### src/rtl/fb_access_sched_pkg.sv
// Shared types and constants for the frame-buffer access scheduler.
// Latency: n/a (declarations only).
// Backpressure: n/a (declarations only).
package fb_sched_pkg;

  typedef enum logic [2:0] {
    IDLE    = 3'd0,
    SYNC    = 3'd1,
    CAPTURE = 3'd2,
    DISPLAY = 3'd3,
    HOLD    = 3'd4
  } state_t;

  localparam int C_IMG_PXLS_DEF = 4800;

  // Bits needed to hold values 0..val-1; used to size counters from parameters.
  function automatic int clog2(input int val);
    int res;
    int v;
    res = 0;
    v   = val - 1;
    while (v > 0) begin
      res = res + 1;
      v   = v >> 1;
    end
    return res;
  endfunction

endpackage

### src/rtl/fb_access_sched_if.sv
// Bundle of capture, OLED control and frame-buffer read-port signals around the scheduler.
// Latency: n/a (wiring only).
// Backpressure: OLED holds oled_req/oled_addr until oled_gnt; VGA is never stalled.
interface fb_access_sched_if #(
  parameter int C_NB_ADDR = 13,
  parameter int C_NB_PXL  = 16
);

  logic                 cap_vsync;
  logic                 cap_we_in;
  logic                 freeze;
  logic                 fb_wea;
  logic                 oled_en;
  logic                 oled_done;
  logic                 vga_req;
  logic [C_NB_ADDR-1:0] vga_addr;
  logic                 oled_req;
  logic [C_NB_ADDR-1:0] oled_addr;
  logic [C_NB_ADDR-1:0] fb_addrb;
  logic [C_NB_PXL-1:0]  fb_doutb;
  logic                 vga_valid;
  logic                 oled_gnt;
  logic                 oled_valid;
  logic                 frame_err;

  // Scheduler side.
  modport slave (
    input  cap_vsync, cap_we_in, freeze, oled_done,
    input  vga_req, vga_addr, oled_req, oled_addr, fb_doutb,
    output fb_wea, oled_en, fb_addrb, vga_valid, oled_gnt, oled_valid, frame_err
  );

  // Surrounding system side (camera, readers, frame buffer).
  modport master (
    output cap_vsync, cap_we_in, freeze, oled_done,
    output vga_req, vga_addr, oled_req, oled_addr, fb_doutb,
    input  fb_wea, oled_en, fb_addrb, vga_valid, oled_gnt, oled_valid, frame_err
  );

endinterface

### src/rtl/fb_access_sched_rd_arb.sv
// Fixed-priority (VGA over OLED) mux onto the shared frame-buffer read port.
// Latency: address/grant combinational; valid flags 1 cycle later to line up with RAM data.
// Backpressure: OLED is refused while VGA requests and must hold its request.
module fb_rd_arb #(
  parameter int C_NB_ADDR = 13
) (
  input  logic                 clk,
  input  logic                 rst_n,
  input  logic                 vga_req,
  input  logic [C_NB_ADDR-1:0] vga_addr,
  input  logic                 oled_req,
  input  logic [C_NB_ADDR-1:0] oled_addr,
  output logic [C_NB_ADDR-1:0] fb_addrb,
  output logic                 oled_gnt,
  output logic                 vga_valid,
  output logic                 oled_valid
);

  // VGA owns the port whenever it asks; OLED gets the leftover cycles.
  always_comb begin
    fb_addrb = oled_addr;
    oled_gnt = 1'b0;
    if (vga_req) begin
      fb_addrb = vga_addr;
    end else begin
      oled_gnt = oled_req;
    end
  end

  // Tag the RAM output one cycle after the address was presented.
  always_ff @(posedge clk or negedge rst_n) begin
    if (!rst_n) begin
      vga_valid  <= 1'b0;
      oled_valid <= 1'b0;
    end else begin
      vga_valid  <= vga_req;
      oled_valid <= oled_gnt;
    end
  end

endmodule

### src/rtl/fb_access_sched.sv
// Gates camera writes into whole-frame bursts, freezes the buffer for OLED scan-out, arbitrates reads.
// Latency: fb_wea/fb_addrb/oled_gnt combinational; oled_en, valids and frame_err registered (1 cycle).
// Backpressure: capture is never stalled, only dropped outside CAPTURE; OLED reads wait behind VGA.
module fb_access_sched
  import fb_sched_pkg::*;
#(
  parameter int C_NB_ADDR    = 13,
  parameter int C_NB_PXL     = 16,
  parameter int C_IMG_PXLS   = C_IMG_PXLS_DEF,
  parameter int C_CAP_FRAMES = 4
) (
  input  logic              clk,
  input  logic              rst_n,
  fb_access_sched_if.slave  bus
);

  localparam int C_NB_PIX = clog2(C_IMG_PXLS + 1);
  localparam int C_NB_FRM = clog2(C_CAP_FRAMES + 1);
  localparam logic [C_NB_PIX-1:0] PIX_FULL = C_NB_PIX'(C_IMG_PXLS);
  localparam logic [C_NB_FRM-1:0] FRM_LAST = C_NB_FRM'(C_CAP_FRAMES);

  state_t              state;
  logic                cap_vsync_q;
  logic                vs_rise;
  logic [C_NB_PIX-1:0] pix_cnt;
  logic [C_NB_FRM-1:0] frm_cnt;
  logic [C_NB_FRM-1:0] frm_cnt_nxt;
  logic                oled_en_r;
  logic                frame_err_r;

  assign vs_rise     = bus.cap_vsync & ~cap_vsync_q;
  assign frm_cnt_nxt = frm_cnt + 1'b1;

  // Writes pass straight through only while capturing; freeze cuts them in the same cycle.
  assign bus.fb_wea    = (state == CAPTURE) & bus.cap_we_in & ~bus.freeze;
  assign bus.oled_en   = oled_en_r;
  assign bus.frame_err = frame_err_r;

  // Capture/freeze sequencing, frame counting and vsync edge history.
  always_ff @(posedge clk or negedge rst_n) begin
    if (!rst_n) begin
      state       <= IDLE;
      cap_vsync_q <= 1'b0;
      pix_cnt     <= '0;
      frm_cnt     <= '0;
      oled_en_r   <= 1'b0;
      frame_err_r <= 1'b0;
    end else begin
      cap_vsync_q <= bus.cap_vsync;
      oled_en_r   <= (state == DISPLAY);
      case (state)
        IDLE: state <= SYNC;
        SYNC: begin
          if (vs_rise && !bus.freeze) begin
            state   <= CAPTURE;
            pix_cnt <= '0;
            frm_cnt <= '0;
          end
        end
        CAPTURE: begin
          if (bus.freeze) begin
            // Partial frame is abandoned; frame count is left as is.
            state <= HOLD;
          end else if (vs_rise) begin
            pix_cnt <= '0;
            if (pix_cnt == PIX_FULL) begin
              frm_cnt <= frm_cnt_nxt;
              if (frm_cnt_nxt == FRM_LAST) begin
                state <= DISPLAY;
              end
            end else begin
              frame_err_r <= 1'b1;
            end
          end else if (bus.cap_we_in && (pix_cnt != PIX_FULL)) begin
            pix_cnt <= pix_cnt + 1'b1;
          end
        end
        DISPLAY: begin
          if (bus.oled_done) begin
            state <= SYNC;
          end
        end
        HOLD: begin
          if (!bus.freeze) begin
            state <= SYNC;
          end
        end
        default: state <= IDLE;
      endcase
    end
  end

  fb_rd_arb #(
    .C_NB_ADDR (C_NB_ADDR)
  ) u_rd_arb (
    .clk        (clk),
    .rst_n      (rst_n),
    .vga_req    (bus.vga_req),
    .vga_addr   (bus.vga_addr),
    .oled_req   (bus.oled_req),
    .oled_addr  (bus.oled_addr),
    .fb_addrb   (bus.fb_addrb),
    .oled_gnt   (bus.oled_gnt),
    .vga_valid  (bus.vga_valid),
    .oled_valid (bus.oled_valid)
  );

endmodule
### src/flat_wrapper.sv
// flat-port wrapper written by rule: the top's interface ports become plain ports
module fb_access_sched_flat import fb_sched_pkg::*;
#(
  parameter int C_NB_ADDR    = 13,
  parameter int C_NB_PXL     = 16,
  parameter int C_IMG_PXLS   = C_IMG_PXLS_DEF,
  parameter int C_CAP_FRAMES = 4
)
  (clk, rst_n, bus_cap_vsync, bus_cap_we_in, bus_freeze, bus_oled_done, bus_vga_req, bus_vga_addr, bus_oled_req, bus_oled_addr, bus_fb_doutb, bus_fb_wea, bus_oled_en, bus_fb_addrb, bus_vga_valid, bus_oled_gnt, bus_oled_valid, bus_frame_err);
  fb_access_sched_if #(.C_NB_ADDR(C_NB_ADDR), .C_NB_PXL(C_NB_PXL)) bus_i ();
  input  logic clk;
  input  logic rst_n;
  input wire logic [$bits(bus_i.cap_vsync)-1:0] bus_cap_vsync;
  input wire logic [$bits(bus_i.cap_we_in)-1:0] bus_cap_we_in;
  input wire logic [$bits(bus_i.freeze)-1:0] bus_freeze;
  input wire logic [$bits(bus_i.oled_done)-1:0] bus_oled_done;
  input wire logic [$bits(bus_i.vga_req)-1:0] bus_vga_req;
  input wire logic [$bits(bus_i.vga_addr)-1:0] bus_vga_addr;
  input wire logic [$bits(bus_i.oled_req)-1:0] bus_oled_req;
  input wire logic [$bits(bus_i.oled_addr)-1:0] bus_oled_addr;
  input wire logic [$bits(bus_i.fb_doutb)-1:0] bus_fb_doutb;
  output wire logic [$bits(bus_i.fb_wea)-1:0] bus_fb_wea;
  output wire logic [$bits(bus_i.oled_en)-1:0] bus_oled_en;
  output wire logic [$bits(bus_i.fb_addrb)-1:0] bus_fb_addrb;
  output wire logic [$bits(bus_i.vga_valid)-1:0] bus_vga_valid;
  output wire logic [$bits(bus_i.oled_gnt)-1:0] bus_oled_gnt;
  output wire logic [$bits(bus_i.oled_valid)-1:0] bus_oled_valid;
  output wire logic [$bits(bus_i.frame_err)-1:0] bus_frame_err;
  assign bus_i.cap_vsync = bus_cap_vsync;
  assign bus_i.cap_we_in = bus_cap_we_in;
  assign bus_i.freeze = bus_freeze;
  assign bus_i.oled_done = bus_oled_done;
  assign bus_i.vga_req = bus_vga_req;
  assign bus_i.vga_addr = bus_vga_addr;
  assign bus_i.oled_req = bus_oled_req;
  assign bus_i.oled_addr = bus_oled_addr;
  assign bus_i.fb_doutb = bus_fb_doutb;
  assign bus_fb_wea = bus_i.fb_wea;
  assign bus_oled_en = bus_i.oled_en;
  assign bus_fb_addrb = bus_i.fb_addrb;
  assign bus_vga_valid = bus_i.vga_valid;
  assign bus_oled_gnt = bus_i.oled_gnt;
  assign bus_oled_valid = bus_i.oled_valid;
  assign bus_frame_err = bus_i.frame_err;
  fb_access_sched #(.C_NB_ADDR(C_NB_ADDR), .C_NB_PXL(C_NB_PXL), .C_IMG_PXLS(C_IMG_PXLS), .C_CAP_FRAMES(C_CAP_FRAMES)) u_core (.clk(clk), .rst_n(rst_n), .bus(bus_i));
endmodule
### config.mk
export PLATFORM = sky130hd
export DESIGN_NAME = fb_access_sched_flat
export DESIGN_NICKNAME = d
export VERILOG_FILES = /design/src/rtl/fb_access_sched_pkg.sv /design/src/rtl/fb_access_sched_if.sv /design/src/rtl/fb_access_sched_rd_arb.sv /design/src/rtl/fb_access_sched.sv /design/src/flat_wrapper.sv
export SDC_FILE = /design/constraint.sdc
export NUM_CORES = 1
export LEC_CHECK = 0
export ABC_AREA = 0
export BUFFER_PORTS_ARGS = -buffer_cell sky130_fd_sc_hd__buf_2
export CAP_MARGIN = 20
export CORE_UTILIZATION = 45
export DETAILED_ROUTE_END_ITERATION = 7
export PLACE_DENSITY_LB_ADDON = 0.1
export SETUP_SLACK_MARGIN = 0.2
export SYNTH_ARGS = -nofsm -noshare
export SYNTH_HDL_FRONTEND = slang
export SYNTH_SLANG_ARGS = --single-unit
### constraint.sdc
create_clock -name clk -period 2.05 [get_ports clk]
set_clock_uncertainty 0.2 [all_clocks]
set_input_delay 0.3075 -clock clk [delete_from_list [all_inputs] [get_ports clk]]
set_output_delay 0.3075 -clock clk [all_outputs]
set_load 0.05 [all_outputs]
[Word-level counts from Yosys, hierarchy flattened]
Cells that the tools add are included.
Widths: inputs -> output; s select.
Operators by class
  add/subtract/negate cells: 2
  bitwise logic cells: 6
  eq/ne operators: 17
  muxes and demuxes: 20
  reduce and logical (&&, ||, !) cells: 9
Operator list (number)
  $mux 13: 5
  $mux 3: 11
  $pmux 13 s2: 1
  $pmux 3 s5: 1
  $add 13x1->13 const B: 1
  $eq 13x13->1 const B: 1
  $ne 13x13->1 const B: 1
  $ne 2x2->1 const B: 4
  $reduce_and 4->1: 2
  $eq 3x2->1 const B: 2
  $eq 3x3->1 const B: 2
  $ne 3x2->1 const B: 2
  $ne 3x3->1 const B: 2
  $pmux 3 s2: 1
  $reduce_and 6->1: 1
  $reduce_and 5->1: 1
  $ne 2x1->1 const B: 2
  $add 3x1->3 const B: 1
  $and 1x1->1: 3
  $eq 3x1->1 const B: 1
  $logic_not 3->1: 1
  $not 1->1: 3
  $logic_and 1x1->1: 2
  $reduce_bool 2->1: 1
  other kinds (2): 2
Storage, ports and cells
  output and inout bits: 19
  register bits after elaboration: 24
  word-level logic and storage cells: 62

[Logic depth before layout (Yosys ltp)]
Gate-level depths: netlist of the first run.
  word-level depth: 7
  mapped depth: 6
  depth with buffers taken out: 6

[By module]
Synthesis of the first run repeated with hierarchy kept, for this count alone.
Unflattened totals
  cell total of the unflattened synthesis: 158
  area, all modules: 1584.0 sq um
Modules (own cells, without submodules)
  fb_access_sched: times used 1, sequential area each 550.5 sq um, area an instance 1367.6 sq um, cells each 141
  fb_rd_arb: times used 1, sequential area each 50.0 sq um, area an instance 216.5 sq um, cells each 17

[Least setup slack after synthesis of the first run]
Ideal clock, no wire load.
  path kind: reg2reg
  start: reg u_core.state[1]
  end: reg u_core.pix_cnt[9]
  cell stages (with the launch flop): 6
  slack: 263 ps
  setup time: 128 ps
  data required time: 1722 ps
  arrival: 1459 ps
  cell sequence: dfrtp_1 buf_6 and4bb_4 o21ai_4 nor4_4 mux2_1
On the way
  word-level cells in the longest chain between the ends: 3
RTL lines
  start: declaration: RTL line fb_access_sched.sv:22  | state_t state;
  start signal: assignment: RTL line fb_access_sched.sv:42  | state <= IDLE;
  start signal: assignment: RTL line fb_access_sched.sv:52  | IDLE: state <= SYNC;
  start signal: assignment: RTL line fb_access_sched.sv:55  | state <= CAPTURE;
  $eq 3x2->1 or $eq 3x1->1 (tied branches): RTL line fb_access_sched.sv:51  | case (state)
  $ne 3x2->1 (no line) (tied with other cells)
  $reduce_and 4->1 (no line)
  end signal: assignment: RTL line fb_access_sched.sv:75  | pix_cnt <= pix_cnt + 1'b1;
  end: declaration: RTL line fb_access_sched.sv:25  | logic [C_NB_PIX-1:0] pix_cnt;
Parallel ways exist; a longest one is shown, timed or not.
A chain may end at the register's enable or synchronous reset.

[Worst setup path after layout of the first run]
  start: reg u_core.state[0]
  end: out bus_fb_wea
On the way
  word-level cells in the longest chain between the ends: 3
RTL lines
  $eq 3x2->1: RTL line fb_access_sched.sv:35  | assign bus.fb_wea = (state == CAPTURE) & bus.cap_we_in & ~bus.freeze;
  $and 1x1->1 (2 in series): RTL line fb_access_sched.sv:35
  end: declaration: RTL line flat_wrapper.sv:22  | output wire logic [$bits(bus_i.fb_wea)-1:0] bus_fb_wea;
No other way between the ends.

==> impl_metrics.yaml, run 1 <==
power_and_ir_drop:
  clkPwrFrac_pct: 16.5
  p_switching_mw: 0.4820
  pwr-share-seq_pct: 43.3
  power_mw: 1.272
  p_sw_share_pct: 37.88
  power.density_nw_per_um2: 603.2
  p_leak_nw: 1.026
  combPwrFrac_pct: 40.2
  p_int_mw: 0.7904
  ir_drop_mv: 0.4348
logic_synthesis:
  synth_edf_count: 0
  syn_area_per_cell_um2: 10.12
  synthFlopType: "dfrtp_1"
  synth.area.top_cells: "dfrtp_1 (38%), mux2_2 (11%), nor2_1 (3.5%)"
  ys_seq_elements: 24
  netlist_area_um2: 1599
  yosysTopAreaCell: "dfrtp_1"
  syn_nets: 212
  yosysUniqueCellTypes: 47
  synth_commonest_cells: "dfrtp_1 (24), mux2_2 (15), nor2_1 (15)"
  synth_most_common_cell: "dfrtp_1"
  synthCells: 158
  synth_top_area_share_pct: 37.56
  synth-async-reset-ratio_pct: 100.0
  seq_area_frac_synth_pct: 37.56
  yosysWarnings: 0
critical_path:
  crit_chain: "and2b_4 -> and3_4 -> buf_8"
  path_buf_inv: 1
  cp_max_fo: 4
  arrival_ns: 1.35
  r2r-end: "u_core.frm_cnt[0]$_DFFE_PN0P_"
  ff2ff_setup_slack_ns: 0.21
  end_kind: "output port"
  reg2reg_depth: 6
  crit_family: "simple AND/OR/NAND/NOR gates"
  r2r_start: "u_core.pix_cnt[1]$_DFFE_PN0P_"
  critPathMaxStageDelay_ns: 0.43
  cp.required_ns: 1.54
  crit_path_top_delay_cell: "dfrtp_2"
  crit_type: "reg -> out"
  setup.worst_path.start_class: "flip-flop"
finish:
  design_area_um2: 2110
  ff_latch_area_um2: 603.1
  drive_gt1_share_pct: 50.45
  multi_input_area_um2: 1012
  fin_nets: 280
  fill_cells: 299
  n_antenna_cell: 0
  final_cells: 270
  syn_to_final_growth_pct: 31.92
job:
  max_cap_viol_count: 0
timing:
  slew_headroom_pct: 65.28
  period_share_pct: 90.57
  worstMarginPinSlew_ns: 0.5207
  hold_ws_ns: 0.03158
  setup_viol: 0
  tns_ns: 0
  hold_viol: 0
  rsz0062_at_grt: "yes"
  fin_crit_ns: 1.857
  drv_slew: 0
  fmax_mhz: 538.6
grt:
  overflow: 0
  grt_pass1_vias: 1368
  antenna_found_initial: 0
  grt_pass1_wl_mm: 6.106
  grt_max_degree: 25
  track_usage_pct: 21.85
cts:
  htreeDepth: 1
  cts.sinks: 24
  clk_pin_slew_worst_paths_ns: 0.13
  cts_tree: "built"
  cts.path.max_buffers: 2
  root_buffer: "clkbuf_4"
  insertion_delay_ns: 0.32
  cts_buffers: 3
placement:
  place_congestion: 0.8554
  hpwlAfterDp_mm: 2.942
  dp_cells: 253
  place_area_um2: 1902
  portBuffers: 52
hold_path:
  hold_start: "bus_oled_req"
  hold_end: "u_core.u_rd_arb.oled_valid$_DFF_PN0_"
  whs_path_depth: 2
  hold_class: "in -> reg"
detailed_routing:
  wl_per_cell_um: 14.93
  wl_mm: 4.031
  wl_met2_mm: 2.098
  vias_per_cell: 5.552
  top_layer: "met4"
  drt_pre_antenna_iters: 4
  drtAntennaViolNets: 0
  route.met3.wl_um: 235
  drt_iter0_drc: 64
  wl_met1_mm: 1.639
  drc: 0
  vias: 1499
die:
  fp.dieW_um: 61.61
  fp-row-count: 21
  start_util_pct: 47.54
  core_um2: 3363
  fp.dieH_um: 61.61
  dieArea_um2: 3796
  io_pins: 69
run_status:
  status: "complete, no violations"
-- repair_timing --
| item | CTS | global route |
|---|---|---|
| pin swaps | 2 | 3 |
| endpoints found under the hold margin | 25 | 0 |
| hold buffers | 2 | 0 |
| setup buffers | 3 | 9 |
| endpoints found under the setup margin | 4 | 12 |
| gates resized for setup | 7 | 14 |
-- state kept, by name, summed over array words and instances, names as in the netlist --
signal,count
u_core.frm_cnt,3
u_core.bus.frame_err,1
u_core.bus.oled_en,1
u_core.u_rd_arb.vga_valid,1
u_core.pix_cnt,13
u_core.cap_vsync_q,1
u_core.u_rd_arb.oled_valid,1
u_core.state,3
-- worst reg2reg max path, cell delays in order (launching register included) --
cell and delay [ns]:
dfrtp_1 0.43, inv_2 0.08, ha_2 0.17, nor4b_4 0.26, and3_4 0.27, o21ai_2 0.06, mux2_4 0.27
-- power groups by stage --
stage | combinational, mW | clock, mW | sequential [mW]
final | 0.512 | 0.210 | 0.551
after global routing | 0.543 | 0.233 | 0.556
after CTS | 0.464 | 0.212 | 0.549
after global placement | 0.417 | 0 | 0.568
after floorplan | 0.283 | 0 | 0.596
after detailed placement | 0.424 | 0 | 0.569
-- stage by stage --
step / setup slack [ns] / utilization (%)
floorplan: 0.2632 / -
global placement: 0.1906 / 56.55
detailed placement: 0.1731 / 56.55
CTS: 0.1756 / 59.30
global route: 0.1374 / 62.72
finish: 0.1933 / 62.72
-- worst max-delay path by stage --
| stage | startpoint | endpoint | cells past startpoint |
|---|---|---|---|
| after global placement | u_core.state[0]$_DFFE_PN0P_ | u_core.pix_cnt[9]$_DFFE_PN0P_ | 4 |
| after global routing | u_core.pix_cnt[1]$_DFFE_PN0P_ | u_core.pix_cnt[1]$_DFFE_PN0P_ | 6 |
| after detailed placement | u_core.pix_cnt[0]$_DFFE_PN0P_ | u_core.frm_cnt[0]$_DFFE_PN0P_ | 6 |
| after CTS | u_core.state[2]$_DFFE_PN0P_ | bus_fb_wea | 3 |
| final | u_core.state[0]$_DFFE_PN0P_ | bus_fb_wea | 3 |
| after floorplan | u_core.state[1]$_DFFE_PN0P_ | u_core.pix_cnt[9]$_DFFE_PN0P_ | 5 |
-- metal layers --
metal / up-vias / track usage [%]
met5: - / 0
met4: 0 / 8.889
met3: 5 / 2.311
met2: 67 / 39.63
met1: 713 / 26.21
li1: 714 / -
-- logic make-up after synthesis --
| group | Yosys count | synth area share (%) |
|---|---|---|
| simple gates | 67 | 27.00 |
| flops | 24 | 37.56 |
| fa+ha+maj | 4 | 3.130 |
| xor+xnor | 3 | 1.643 |
| compound gates | 31 | 14.40 |
| mux | 19 | 13.22 |
| buf+inv | 10 | 3.051 |
-- area by class of cell --
cell class,count,share of cell area (%)
clock buffer,3,1.068
inverter,5,0.8897
multi-input combinational,124,47.98
sequential,24,28.59
tap,46,2.728
timing repair buffer,68,18.74
-- placed cells by master, fill, tap and decap left out, types with 3 or more instances in the layout --
cell,synthesis,routed
buf_4,0,14
nand2_1,7,6
clkbuf_4,0,3
nor2b_1,6,6
mux2_2,15,14
nand4_1,3,3
a22o_1,3,3
xor2_1,3,3
o211ai_1,3,3
a31oi_1,3,3
a21o_1,4,4
nor2_1,15,13
nand3_1,10,9
buf_2,3,51
inv_1,5,3
dfrtp_1,24,22
and3_1,5,3
nand2b_1,4,4
a21oi_1,5,5
(Power assumes the default switching activity.)
==> run 2, diff against run 1 <==
--- a/config.mk
+++ b/config.mk
@@ -11,7 +11,7 @@
 export CORE_UTILIZATION = 45
 export DETAILED_ROUTE_END_ITERATION = 7
 export PLACE_DENSITY_LB_ADDON = 0.1
-export SETUP_SLACK_MARGIN = 0.2
+export SETUP_SLACK_MARGIN = 0.3
 export SYNTH_ARGS = -nofsm -noshare
 export SYNTH_HDL_FRONTEND = slang
 export SYNTH_SLANG_ARGS = --single-unit
==> constraint.sdc (replaced) <==
create_clock -name clk -period 2.05 [get_ports clk]
set_clock_uncertainty 0.2 [all_clocks]
set_input_delay 0.41 -clock clk [delete_from_list [all_inputs] [get_ports clk]]
set_output_delay 0.41 -clock clk [all_outputs]
set_load 0.05 [all_outputs]
==> run 2 against run 1 <==
Compared with the run above: clock power increased by 68%; combinational power increased by 10%; sequential power about the same; utilization increased by 3.5 points; wire length increased by 5.1%; critical path depth unchanged; worst setup slack got worse by 0.047 ns; critical endpoint unchanged.
==> impl_metrics.yaml, run 2 (synthesized netlist as in run 1, its figures left out) <==
power_and_ir_drop:
  pwr-share-seq_pct: 37.4
  clkPwrFrac_pct: 24.1
  power.density_nw_per_um2: 658.0
  p_switching_mw: 0.5113
  p_leak_nw: 1.072
  combPwrFrac_pct: 38.5
  p_sw_share_pct: 34.91
  p_int_mw: 0.9533
  ir_drop_mv: 0.4197
  power_mw: 1.465
grt:
  antenna_found_initial: 0
  grt_pass1_vias: 1444
  track_usage_pct: 23.47
  overflow: 0
  grt_max_degree: 25
  grt_pass1_wl_mm: 6.382
finish:
  n_antenna_cell: 0
  largest_reg_flops: 13
  syn_to_final_growth_pct: 39.20
  fin_nets: 279
  fill_cells: 302
  ff_latch_area_um2: 603.1
  layout_common_cells: "buf_2 (47), dfrtp_1 (22), buf_4 (14)"
  final_util_pct: 66.18
  final_common_cell: "buf_2"
  reg_top3: "u_core.pix_cnt: 13 flops, u_core.frm_cnt: 3 flops, u_core.state: 3 flops"
  drive_gt1_share_pct: 54.91
  largest-register: "u_core.pix_cnt"
  multi_input_area_um2: 1084
cts:
  htreeDepth: 1
  cts_tree: "built"
  insertion_delay_ns: 0.33
  cts.path.max_buffers: 2
  root_buffer: "clkbuf_4"
  cts_buffers: 3
  clk_pin_slew_worst_paths_ns: 0.13
  cts.sinks: 24
timing:
  tns_ns: 0
  slew_headroom_pct: 63.92
  setup_viol: 0
  worstMarginPinSlew_ns: 0.5412
  period_share_pct: 92.87
  drv_slew: 0
  hold_viol: 0
  fin_crit_ns: 1.904
  fmax_mhz: 525.3
  rsz0062_at_grt: "yes"
die:
  core_um2: 3363
  start_util_pct: 47.54
  fp.dieH_um: 61.61
  io_pins: 69
  fp.dieW_um: 61.61
  fp-row-count: 21
  dieArea_um2: 3796
placement:
  place_congestion: 0.8465
  portBuffers: 52
  hpwlAfterDp_mm: 2.956
run_status:
  status: "complete, no violations"
detailed_routing:
  vias: 1504
  drc: 0
  drt_pre_antenna_iters: 4
  drtAntennaViolNets: 0
  vias_per_cell: 5.570
  drt_iter0_drc: 87
  wl_per_cell_um: 15.69
  wl_mm: 4.237
critical_path:
  r2r_start: "u_core.pix_cnt[1]$_DFFE_PN0P_"
  cp.required_ns: 1.44
  cp_max_fo: 2
  crit_start: "u_core.state[0]$_DFFE_PN0P_"
  arrival_ns: 1.29
  crit_type: "reg -> out"
  setup.worst_path.start_class: "flip-flop"
  end_kind: "output port"
hold_path:
  hold_class: "in -> reg"
  hold_start: "bus_cap_vsync"
job:
  max_cap_viol_count: 0
run 2: cell types whose count changed in the layout (fill, tap and decap cells not counted), sizes merged:
cell	change
bufinv	+1
dlygate4sd3	-1
run 2: repair_timing:
| action | in CTS | in global routing |
|---|---|---|
| endpoints found under the setup margin | 27 | 13 |
| buffers inserted | 10 | 2 |
| hold buffers | 1 | 0 |
| hold endpoints to repair | 24 | 0 |
| resized for setup | 34 | 9 |
| pin swaps | 7 | 7 |
run 2: metal layers:
metal  vias up  global-route usage, %  wire length, um
met3         7                  3.361              218
met1       725                  24.48             1649
met5         -                      0                0
met2        58                  46.54             2301
li1        714                      -                -
met4         0                  8.889               68
run 2: critical path: stages (launching register included):
cell and delay, ns:
dfrtp_1 0.40, and2b_4 0.25, and3_4 0.18, buf_8 0.14
run 2: power groups by stage:
stage,clock network (mW),logic [mW],registers [mW]
floorplan,0,0.284,0.596
global placement,0,0.427,0.561
detailed placement,0,0.434,0.563
global route,0.381,0.602,0.553
CTS,0.364,0.534,0.547
finish,0.353,0.564,0.548
run 2: metrics by stage:
| stage | hold slack, ns | std cells | worst slack (ns) | instance area [um^2] |
|---|---|---|---|---|
| floorplan | -0.08559 | 158 | 0.3130 | 1604 |
| global placement | 0.2315 | 253 | 0.1743 | 1906 |
| detailed placement | 0.2385 | 253 | 0.1573 | 1906 |
| CTS | 0.02807 | 268 | 0.1327 | 2178 |
| global route | 0.02851 | 270 | 0.1054 | 2226 |
| finish | 0.03963 | 270 | 0.1462 | 2226 |
run 2: path summary, 6_finish.rpt:
kind / depth (start not counted) / to / slack, ns
setup / recovery: 3 / bus_fb_wea / 0.15
hold / removal: 1 / u_core.cap_vsync_q$_DFF_PN0_ / 0.04
setup reg to reg: 5 / u_core.pix_cnt[10]$_DFFE_PN0P_ / 0.20
hold reg to reg: 1 / u_core.bus.frame_err$_DFFE_PN0P_ / 0.30
max in group asynchronous: 2 / u_core.state[2]$_DFFE_PN0P_ / 0.89
min in group asynchronous: 2 / u_core.u_rd_arb.vga_valid$_DFF_PN0_ / 0.37
run 2: final cells by class:
| cell class | instances | share of cell area, % |
|---|---|---|
| Timing Repair Buffer | 67 | 18.44 |
| Clock buffer | 3 | 1.012 |
| Clock inverter | 1 | 1.349 |
| Multi-Input combinational cell | 124 | 48.68 |
| Inverter | 5 | 0.8432 |
| Sequential cell | 24 | 27.09 |
| Tap cell | 46 | 2.586 |
